--- src/rtl/warpse_slow_pkg.sv ---
// -----------------------------------------------------------------------------
// warpse_slow_pkg
// Shared types and constants for the slow-access controller.
//   slow_state_t      : controller state (IDLE, ACCESS, HOLD)
//   SLOW_CNT_W        : width of the hold-tick counter / timeout field
//   SLOW_PRE_DIV_DEF  : default CLK cycles per timeout tick
// -----------------------------------------------------------------------------
package warpse_slow_pkg;

    typedef enum logic [1:0] {
        IDLE   = 2'd0,
        ACCESS = 2'd1,
        HOLD   = 2'd2
    } slow_state_t;

    localparam int SLOW_CNT_W       = 4;
    localparam int SLOW_PRE_DIV_DEF = 16;

endpackage

--- src/rtl/slow_tick.sv ---
// -----------------------------------------------------------------------------
// slow_tick
// Free-running prescaler. It counts 0..PRE_DIV-1 and raises Tick for the one
// cycle in which the count sits at PRE_DIV-1. On the next edge the count wraps
// to 0. The phase is never resynchronised to bus activity.
// Parameters:
//   PRE_DIV : CLK cycles per tick (2..256)
// Ports:
//   CLK  in   system clock
//   nPOR in   synchronous active-low reset (count forced to 0)
//   Tick out  one-cycle pulse every PRE_DIV cycles
// -----------------------------------------------------------------------------
module slow_tick
    import warpse_slow_pkg::*;
#(
    parameter int PRE_DIV = SLOW_PRE_DIV_DEF
) (
    input  logic CLK,
    input  logic nPOR,
    output logic Tick
);

    localparam int CW = $clog2(PRE_DIV);
    localparam logic [CW-1:0] LAST = CW'(PRE_DIV - 1);

    logic [CW-1:0] cnt;

    // NOTE: sequential state is updated with non-blocking assignments only, so
    // every register samples the values from before the clock edge.
    always_ff @(posedge CLK) begin
        if (!nPOR) begin
            cnt <= '0;
        end else if (cnt == LAST) begin
            cnt <= '0;
        end else begin
            cnt <= cnt + CW'(1);
        end
    end

    assign Tick = (cnt == LAST);

endmodule

--- src/rtl/slow_ctl.sv ---
// -----------------------------------------------------------------------------
// slow_ctl
// Turns the slow-access configuration into a live slow-mode request. A rising
// edge of BACT that hits an enabled slow region starts a request. The request
// lasts while the access is active and for SlowTimeout prescaler ticks after
// it ends. The fast clock is gated while the request is active, when enabled.
//
// Build option: define SLOW_SND_EN to let sound-buffer writes
// (SndCSWR && SlowSnd) count as slow hits. If it is undefined, both inputs are
// ignored, but the ports remain.
//
// Parameters:
//   PRE_DIV       : CLK cycles per timeout tick (2..256)
// Ports:
//   CLK           in   system clock
//   nPOR          in   synchronous active-low reset
//   BACT          in   CPU bus cycle active
//   IACKCS..SCSICS in  address-decode hits for the current cycle
//   SndCSWR       in   sound-buffer write hit (SLOW_SND_EN only)
//   SlowIACK..SlowSnd in per-region slow enables
//   SlowClockGate in   allow gating of the fast clock
//   SlowTimeout   in   hold time in ticks, sampled when the access ends
//   SlowActive    out  slow-mode request
//   ClockGate     out  SlowActive && SlowClockGate, one cycle later
//   SlowCnt       out  remaining hold ticks (debug)
// -----------------------------------------------------------------------------
module slow_ctl
    import warpse_slow_pkg::*;
#(
    parameter int PRE_DIV = SLOW_PRE_DIV_DEF
) (
    input  logic                  CLK,
    input  logic                  nPOR,
    input  logic                  BACT,
    input  logic                  IACKCS,
    input  logic                  VIACS,
    input  logic                  IWMCS,
    input  logic                  SCCCS,
    input  logic                  SCSICS,
    input  logic                  SndCSWR,
    input  logic                  SlowIACK,
    input  logic                  SlowVIA,
    input  logic                  SlowIWM,
    input  logic                  SlowSCC,
    input  logic                  SlowSCSI,
    input  logic                  SlowSnd,
    input  logic                  SlowClockGate,
    input  logic [SLOW_CNT_W-1:0] SlowTimeout,
    output logic                  SlowActive,
    output logic                  ClockGate,
    output logic [SLOW_CNT_W-1:0] SlowCnt
);

    slow_state_t           state_q, state_d;
    logic [SLOW_CNT_W-1:0] cnt_q, cnt_d;
    logic                  bactr_q;
    logic                  gate_q;
    logic                  tick;
    logic                  snd_hit;
    logic                  hit;
    logic                  trigger;

    slow_tick #(.PRE_DIV(PRE_DIV)) u_tick (
        .CLK  (CLK),
        .nPOR (nPOR),
        .Tick (tick)
    );

`ifdef SLOW_SND_EN
    assign snd_hit = SndCSWR && SlowSnd;
`else
    logic unused_snd;
    assign unused_snd = SndCSWR ^ SlowSnd;
    assign snd_hit    = 1'b0;
`endif

    assign hit = (IACKCS && SlowIACK) || (VIACS && SlowVIA) || (IWMCS && SlowIWM)
              || (SCCCS && SlowSCC) || (SCSICS && SlowSCSI) || snd_hit;

    // Only the first cycle of a bus access can trigger. The enables and the
    // chip selects are ignored after that cycle.
    assign trigger = BACT && !bactr_q && hit;

    // NOTE: every variable written here gets a default first, so no path
    // leaves it unassigned and no latch is inferred.
    always_comb begin
        state_d = state_q;
        cnt_d   = cnt_q;
        case (state_q)
            IDLE: begin
                if (trigger) begin
                    state_d = ACCESS;
                end
            end
            ACCESS: begin
                if (!BACT) begin
                    if (SlowTimeout == '0) begin
                        state_d = IDLE;
                    end else begin
                        state_d = HOLD;
                        cnt_d   = SlowTimeout;
                    end
                end
            end
            HOLD: begin
                // A new access has priority over a tick in the same cycle.
                // The remaining count is kept.
                if (trigger) begin
                    state_d = ACCESS;
                end else if (tick) begin
                    if (cnt_q == SLOW_CNT_W'(1)) begin
                        state_d = IDLE;
                        cnt_d   = '0;
                    end else begin
                        cnt_d = cnt_q - SLOW_CNT_W'(1);
                    end
                end
            end
            default: begin
                state_d = IDLE;
            end
        endcase
    end

    always_ff @(posedge CLK) begin
        if (!nPOR) begin
            state_q <= IDLE;
            cnt_q   <= '0;
            bactr_q <= 1'b0;
            gate_q  <= 1'b0;
        end else begin
            state_q <= state_d;
            cnt_q   <= cnt_d;
            bactr_q <= BACT;
            gate_q  <= (state_q != IDLE) && SlowClockGate;
        end
    end

    assign SlowActive = (state_q != IDLE);
    assign ClockGate  = gate_q;
    assign SlowCnt    = cnt_q;

endmodule

--- config.mk ---
export PLATFORM = sky130hd
export DESIGN_NAME = slow_ctl
export DESIGN_NICKNAME = d
export VERILOG_FILES = /design/src/rtl/warpse_slow_pkg.sv /design/src/rtl/slow_tick.sv /design/src/rtl/slow_ctl.sv
export SDC_FILE = /design/constraint.sdc
export NUM_CORES = 1
export LEC_CHECK = 0
export ABC_AREA = 1
export BUFFER_PORTS_ARGS = -buffer_cell sky130_fd_sc_hd__buf_2
export CORE_UTILIZATION = 51
export CTS_CLUSTER_DIAMETER = 50
export CTS_CLUSTER_SIZE = 10
export DETAILED_ROUTE_END_ITERATION = 10
export PLACE_DENSITY = 0.81
export SLEW_MARGIN = 10
export SYNTH_ARGS = -nofsm -noshare
export SYNTH_HDL_FRONTEND = slang
export SYNTH_HIERARCHICAL = 1
export SYNTH_SLANG_ARGS = --single-unit
--- constraint.sdc ---
create_clock -name CLK -period 2.2 [get_ports CLK]
set_input_delay 0.11 -clock CLK [delete_from_list [all_inputs] [get_ports CLK]]
set_output_delay 0.11 -clock CLK [all_outputs]
set_load 0.05 [all_outputs]
# After elaboration in Yosys (flattened, before gate mapping)
# Index checks and enable logic that the tools add are counted.
[word_totals]
register_bits = 12
inputBits = 20
output_inout_bits = 6
elab_cells = 52
[classes]
add_sub_neg = 2
eq_ne = 11
muxes = 13
bitwise = 1
reduce_logical = 20
[ops]
columns = ["operator", "n"]
rows = [
  ["$mux 4", 5],
  ["$mux 2", 6],
  ["$ne 2x2->1 const B", 5],
  ["$logic_and 1x1->1", 8],
  ["$pmux 4 s2", 1],
  ["$ne 3x3->1 const B", 2],
  ["$pmux 2 s3", 1],
  ["$reduce_and 5->1", 1],
  ["$add 4x1->4 const B", 1],
  ["$eq 4x1->1 const B", 1],
  ["$eq 4x4->1 const B", 1],
  ["$logic_not 4->1", 1],
  ["$logic_or 1x1->1", 4],
  ["$reduce_and 4->1", 1],
  ["$reduce_bool 2->1", 2],
  ["$sub 4x1->4 const B", 1],
  ["$eq 2x1->1 const B", 1],
  ["$eq 2x2->1 const B", 1],
  ["$logic_not 2->1", 1],
  ["$reduce_or 2->1", 1],
  ["$logic_not 1->1", 1],
  ["$not 1->1", 1],
]

# Logic depth before layout (Yosys ltp)
# Gate-level depths: netlist of run 1.
[logic_depth]
depth_word = 8
mapped_depth = 11
ltp_nobuf = 11

# By module
# Netlist of run 1, hierarchy kept.
[by_module_without_submodules]
columns = ["module", "instances", "cells_per_inst", "area_each_um2", "seq_area_each_um2"]
rows = [
  ["slow_ctl", 1, 101, 569.3, 160.2],
  ["slow_tick", 1, 19, 157.7, 80.1],
]

# Worst setup path before layout of run 1
# OpenSTA, ideal clock, no wires.
[synth_path]
path_kind = "register to register"
startpoint = "register cnt_q[1] (netlist: SlowCnt[1])"
endpoint = "register state_q[1]"
setup_ns = 0.117
t_arrival_ns = 1.399
required_time_ns = 2.083
setup_slack_ns = 0.683
path_stages_with_launch = 9
path_buffers = 0
synth_period_minus_slack_ns = 1.517
cell_sequence = "dfxtp_1 -> inv_1 -> ha_1 -> nand3_1 -> nand2_1 -> nand2_1 -> nand3_1 -> nand2_1 -> nor2_1"
[synth_via]
elab_chain_len = 3
[synth_lines]
columns = ["element", "line", "text"]
rows = [
  ["start: declaration", "slow_ctl.sv:55", "logic [SLOW_CNT_W-1:0] cnt_q, cnt_d;"],
  ["start signal: assignment", "slow_ctl.sv:133", "cnt_q <= cnt_d;"],
  ["$eq 4x1->1", "slow_ctl.sv:111", "if (cnt_q == SLOW_CNT_W'(1)) begin"],
  ["$ne 3x3->1 (no line)", "n/a", ""],
  ["$reduce_and 4->1 (no line)", "n/a", ""],
  ["end signal: assignment", "slow_ctl.sv:132", "state_q <= state_d;"],
  ["end: declaration", "slow_ctl.sv:54", "slow_state_t state_q, state_d;"],
]
# Every way passes these cells.
# A chain may end at the register's enable or synchronous reset.

# Final worst setup path of run 1
[layout_path]
startpoint = "register u_tick.cnt[0]"
endpoint = "register state_q[1]"
[layout_via]
elab_chain_len = 3
[layout_lines]
columns = ["element", "line", "text"]
rows = [
  ["start: declaration", "slow_tick.sv:26", "logic [CW-1:0] cnt;"],
  ["start signal: assignment", "slow_tick.sv:36", "cnt <= cnt + CW'(1);"],
  ["$eq 4x4->1", "slow_tick.sv:40", "assign Tick = (cnt == LAST);"],
  ["named net tick", "slow_ctl.sv:58", "logic tick;"],
  ["$ne 3x3->1 (no line)", "n/a", ""],
  ["$reduce_and 4->1 (no line)", "n/a", ""],
]
# The timed path passes the listed nets, and every way through them passes these cells.

==> results of run 1 <==
-- cells by family after synthesis --
group,synth area share (%)
AOI/OAI and AO/OA,5.508
adders and majority gates,5.164
buffers and inverters,9.811
DFF,33.05
and+or+nand+nor,46.47
-- power by group --
group	switching, W	internal, W	total (W)
clock network	0.0000816	0.000101	0.000182
logic	0.000362	0.000158	0.000520
registers	0.0000391	0.000261	0.000301
total	0.000483	0.000520	0.00100
-- worst min-delay path: cells and delay by family --
family | cells | cell delay (ns)
simple gates | 1 | 0.04
buf+inv | 2 | 0.14
-- cells in the final DEF (no fill, tap or decap), drive strengths merged --
cell type / netlist / layout
nand3b: 1 / 1
clkbuf: 0 / 4
nor2: 26 / 26
a21oi: 2 / 2
a21boi: 1 / 1
buf: 1 / 23
nand4: 1 / 1
nand3: 9 / 9
ha: 3 / 3
o21ai: 3 / 3
inv: 16 / 16
dfxtp: 12 / 12
nand2: 45 / 45
-- state kept, by name, indices dropped and copies added (netlist names) --
signal / count
ClockGate: 1
SlowCnt: 4
state_q: 2
u_tick/cnt: 4
bactr_q: 1
-- area by class of cell --
class / instances / area (µm²) / share of cell area (%)
Sequential cell: 12 / 240.2 / 27.12
Tap cell: 15 / 18.77 / 2.119
Clock buffer: 4 / 36.28 / 4.096
Multi-Input combinational cell: 91 / 415.4 / 46.89
Timing Repair Buffer: 23 / 115.1 / 12.99
Inverter: 16 / 60.06 / 6.780
-- cell usage after synthesis (2+ instances only) --
master    n
nand2_2   2
o21ai_0   2
inv_2     3
ha_1      3
inv_1    13
nand2_1  43
dfxtp_1  12
nand3_1   9
nor2_1   25
-- per-layer routing --
metal	global-route usage, %	vias up	share of wire, %
li1	-	420	-
met1	23.31	313	47
met2	38.11	27	44
met3	5.114	4	7.3
met4	7.759	0	1.4
met5	0	-	0
-- through the flow --
step	area [µm²]	hold WS, ns	setup WS [ns]	power, W
CTS	885.9	0.03071	0.7269	0.001006
global placement	849.6	0.3183	0.7825	0.0008074
global route	885.9	0.05783	0.5054	0.001083
finish	885.9	0.03546	0.7305	0.001003
detailed placement	849.6	0.3237	0.7355	0.0008216
floorplan	726.9	0.2035	0.6830	0.0007183
-- worst paths after layout --
kind / to / slack [ns]
max: state_q[1] / 0.73
min: bactr_q / 0.04
max reg2reg: state_q[1] / 0.73
min reg2reg: u_tick/cnt[3] / 0.48
==> results.json, run 1 <==
{
  "crit_path_frequent_cell": "nor2_1",
  "cp_data_required_time_ns": 2.38,
  "first_pass_iters": 4,
  "cts_tree": "yes",
  "crit_cells": 9,
  "h-tree-depth": 1,
  "ys_top_cells_by_area": "dfxtp_1, nand2_1, nor2_1",
  "slew_headroom_pct": 83.37,
  "antenna_found_initial": 0,
  "grt_max_degree": 11,
  "first_global_vias": 648,
  "root_buffer": "clkbuf_4",
  "syn_area_um2": 726.9,
  "cts_num_sinks": 12,
  "drive_gt1_share_pct": 23.97,
  "grt_usage_pct": 21.13,
  "rows": 13,
  "critical_path_class": "reg2reg",
  "path_delay_family": "simple AND/OR/NAND/NOR gates",
  "avgViaCountPerCell": 4.745,
  "die_w_um": 39.76,
  "clk_path_buf_depth": 2,
  "ant_nets": 0,
  "place.gp.congestion": 0.7977,
  "post_cts_buffers": 0,
  "final_nets": 170,
  "synth_edf_count": 0,
  "fin_setup_tns_ns": 0,
  "ys_seq_area_share_pct": 33.05,
  "cts_buffers": 3,
  "die_y_um": 39.76,
  "final-max-slew-violation-count": 0,
  "grt_pass1_wl_um": 2242,
  "ir_worst_vdd_uv": 648.0,
  "p_per_area_nw_per_um2": 1132,
  "holdPathStages": 3,
  "clk_pin_slew_ns": 0.08,
  "timing.fmax_ghz": 0.6805,
  "cp_cell_sequence": "ha_1, nand2_2, nor2_1, nand3b_1, nand2_1, nor2_1, nand2_1, a21boi_0, nor2_1",
  "crit_fanout": 4,
  "initial_core_util_pct": 55.18,
  "rsz0062_at_grt": "false",
  "fp.coreArea_um2": 1318,
  "yosysWarnings": 6,
  "drc_errors": 0,
  "synthesis.instances": 120,
  "drv_cap": 0,
  "end_kind": "register",
  "post-route-util_pct": 67.24,
  "worst_path_max_delay_cell": "dfxtp_1",
  "synth_area_leader_cell": "dfxtp_1",
  "hold_viol": 0,
  "cp.arrival_ns": 1.65,
  "min_from": "BACT",
  "drt_wl_total_um": 1522,
  "ys_types": 17,
  "setup_violations": 0,
  "area_growth_syn_to_layout_pct": 21.86,
  "synth_top_area_share_pct": 33.05,
  "syn_nets": 143,
  "hpwl_um": 1174,
  "wl_per_cell_um": 9.453,
  "timing.final.crit_share_pct": 66.80,
  "clk_latency_ns": 0.28,
  "tightest_slew_ns": 0.2511,
  "r2r-start": "u_tick/cnt[0]",
  "overflow": 0,
  "layout.cells.non_filler": 161,
  "slowest_delay_ns": 0.38,
  "antenna_cells": 0,
  "die_area_um2": 1580,
  "avgSynthCellArea_um2": 6.058,
  "drt_iter0_markers": 13,
  "critical_path.startpoint": "u_tick/cnt[0]",
  "cts-resized-gates": 0,
  "period_needed_ns": 1.470,
  "status": "finished clean",
  "r2r_cells": 9,
  "io-pin-count": 26,
  "vias": 764,
  "postCtsHoldBufs": 0,
  "ys_ff_latch": 12,
  "skew_ns": 0.004546,
  "dp_cells": 157,
  "p_leak_nw": 0.5183,
  "fill_cells": 127,
  "async_flop_share_pct": 0,
  "ys.flop_type": "dfxtp_1",
  "worst-path-buf-inv": 0,
  "worstHoldPathType": "in2reg",
  "io_buffers": 23,
  "cp-start-kind": "register"
}
(Power assumes the default switching activity.)
==> inputs of run 2 (changes only) <==
--- a/config.mk
+++ b/config.mk
@@ -7,11 +7,11 @@
 export LEC_CHECK = 0
 export ABC_AREA = 1
 export BUFFER_PORTS_ARGS = -buffer_cell sky130_fd_sc_hd__buf_2
-export CORE_UTILIZATION = 51
+export CORE_UTILIZATION = 47
 export CTS_CLUSTER_DIAMETER = 50
 export CTS_CLUSTER_SIZE = 10
 export DETAILED_ROUTE_END_ITERATION = 10
-export PLACE_DENSITY = 0.81
+export PLACE_DENSITY = 0.75
 export SLEW_MARGIN = 10
 export SYNTH_ARGS = -nofsm -noshare
 export SYNTH_HDL_FRONTEND = slang
==> constraint.sdc (replaced) <==
create_clock -name CLK -period 1.5 [get_ports CLK]
set_input_delay 0.075 -clock CLK [delete_from_list [all_inputs] [get_ports CLK]]
set_output_delay 0.075 -clock CLK [all_outputs]
set_load 0.05 [all_outputs]
==> run 2 against run 1 <==
  * Count of clock-buffer cells in the layout is the same
  * Core utilization grew 1.2 points
  * Die area grew 8.1%
  * Critical path depth is the same
  * Setup slack lost 0.62 ns
  * Via count grew 1.2%
  * Wire length shrank 4.1%
  * Register-to-register slack lost 0.62 ns
==> results.json, run 2 (same netlist as run 1, synthesis figures left out) <==
{
  "status": "finished clean",
  "post-route-util_pct": 68.41,
  "antenna_cells": 0,
  "wl_per_cell_um": 8.896,
  "dp_slack_ns": 0.05477,
  "grt_usage_pct": 18.98,
  "ir_worst_vdd_uv": 1011,
  "cp-start-kind": "register",
  "die_area_um2": 1708,
  "clk_pin_slew_ns": 0.08,
  "initial_core_util_pct": 53.21,
  "final-max-slew-violation-count": 0,
  "first_global_vias": 504,
  "clk_latency_ns": 0.28,
  "io-pin-count": 26,
  "die_w_um": 41.33,
  "timing.final.crit_share_pct": 92.92,
  "crit_fanout": 4,
  "cp_data_required_time_ns": 1.67,
  "hpwl_um": 1028,
  "p_leak_nw": 0.5457,
  "skew_ns": 0.003842,
  "drt_wl_total_um": 1459,
  "io_buffers": 23,
  "hold_viol": 0,
  "setup_ws_ns": 0.1062,
  "first_pass_iters": 4,
  "final_nets": 173,
  "cts_buffers": 3,
  "rsz0062_at_grt": "true",
  "fp.coreArea_um2": 1366,
  "antenna_found_initial": 0,
  "drv_cap": 0,
  "die_y_um": 41.33,
  "drc_errors": 0,
  "most-common-layout-cells": "nand2_1, nor2_1, buf_2",
  "overflow": 0,
  "final_common_cell": "nand2_1",
  "cts_num_sinks": 12,
  "p_per_area_nw_per_um2": 1585,
  "clk_path_buf_depth": 2,
  "area_growth_syn_to_layout_pct": 28.57,
  "drt_iter0_markers": 15,
  "drive_gt1_share_pct": 28.86,
  "period_needed_ns": 1.394,
  "root_buffer": "clkbuf_4",
  "worstHoldPathType": "in2reg",
  "grt_pass1_wl_um": 2028,
  "slew_headroom_pct": 83.55,
  "h-tree-depth": 1,
  "cts_tree": "yes",
  "vias": 773,
  "avgViaCountPerCell": 4.713,
  "end_kind": "register",
  "tightest_slew_ns": 0.2485,
  "grt_max_degree": 11,
  "timing.fmax_ghz": 0.7175,
  "rows": 13,
  "setup_violations": 0,
  "cp.arrival_ns": 1.57,
  "place.gp.congestion": 0.7729,
  "critical_path_class": "reg2reg",
  "ant_nets": 0,
  "fin_setup_tns_ns": 0
}
[run 2: power breakdown]
part / leakage [nW] / total, W / switching [W] / internal, W
Combinational: 0.425 / 0.000772 / 0.000534 / 0.000238
Clock: 0.0210 / 0.000267 / 0.000119 / 0.000148
Sequential: 0.100 / 0.000442 / 0.0000571 / 0.000385
[run 2: final timing paths]
check	from	to	slack, ns	depth (start not counted)
worst max register to register	u_tick/cnt[1]	state_q[1]	0.11	9
worst min register to register	u_tick/cnt[3]	u_tick/cnt[3]	0.46	2
worst min-delay path	BACT	bactr_q	0.006	3
worst max-delay path	u_tick/cnt[1]	state_q[1]	0.11	9
[run 2: final cells by class]
cell class                 instances  area [µm²]
clock buffer                       4       36.28
fill                             129       431.7
inverter                          16       60.06
multi-input combinational         91       435.4
sequential                        12       246.5
tap                               15       18.77
timing repair buffer              26       137.6
[run 2: through the flow]
step,area (µm²),total power [W],hold WS (ns),cells
2_1_floorplan,728.2,0.001055,0.1685,120
3_3_place_gp,850.8,0.001195,0.2857,157
3_5_place_dp,850.8,0.001200,0.2926,157
4_1_cts,887.1,0.001471,0.003091,161
5_1_grt,934.6,0.001610,0.01254,164
6_report,934.6,0.001481,0.005710,164
[run 2: worst max-delay path, stage by stage (launching register included)]
cell	delay, ns
dfxtp_2	0.37
ha_4	0.15
nand2_4	0.05
nor2_2	0.09
nand3b_1	0.10
nand2_1	0.08
nor2_1	0.09
nand2_1	0.10
a21boi_0	0.19
nor2_1	0.06
[run 2: per-layer routing]
| metal | global-route usage (%) | routed length, µm | vias to the layer above |
|---|---|---|---|
| met5 | 0 | 0 | - |
| met4 | 9.677 | 25 | 0 |
| met3 | 4.787 | 129 | 5 |
| met2 | 31.25 | 626 | 29 |
| met1 | 22.65 | 677 | 316 |
| li1 | - | - | 423 |
[run 2: what timing repair did]
action                                  4_1_cts  5_1_grt
gates resized for setup                       0        7
endpoints found under the setup margin        0        6
buffers inserted                              0        3
hold buffers                                  0        0
hold endpoints to repair                      0        0
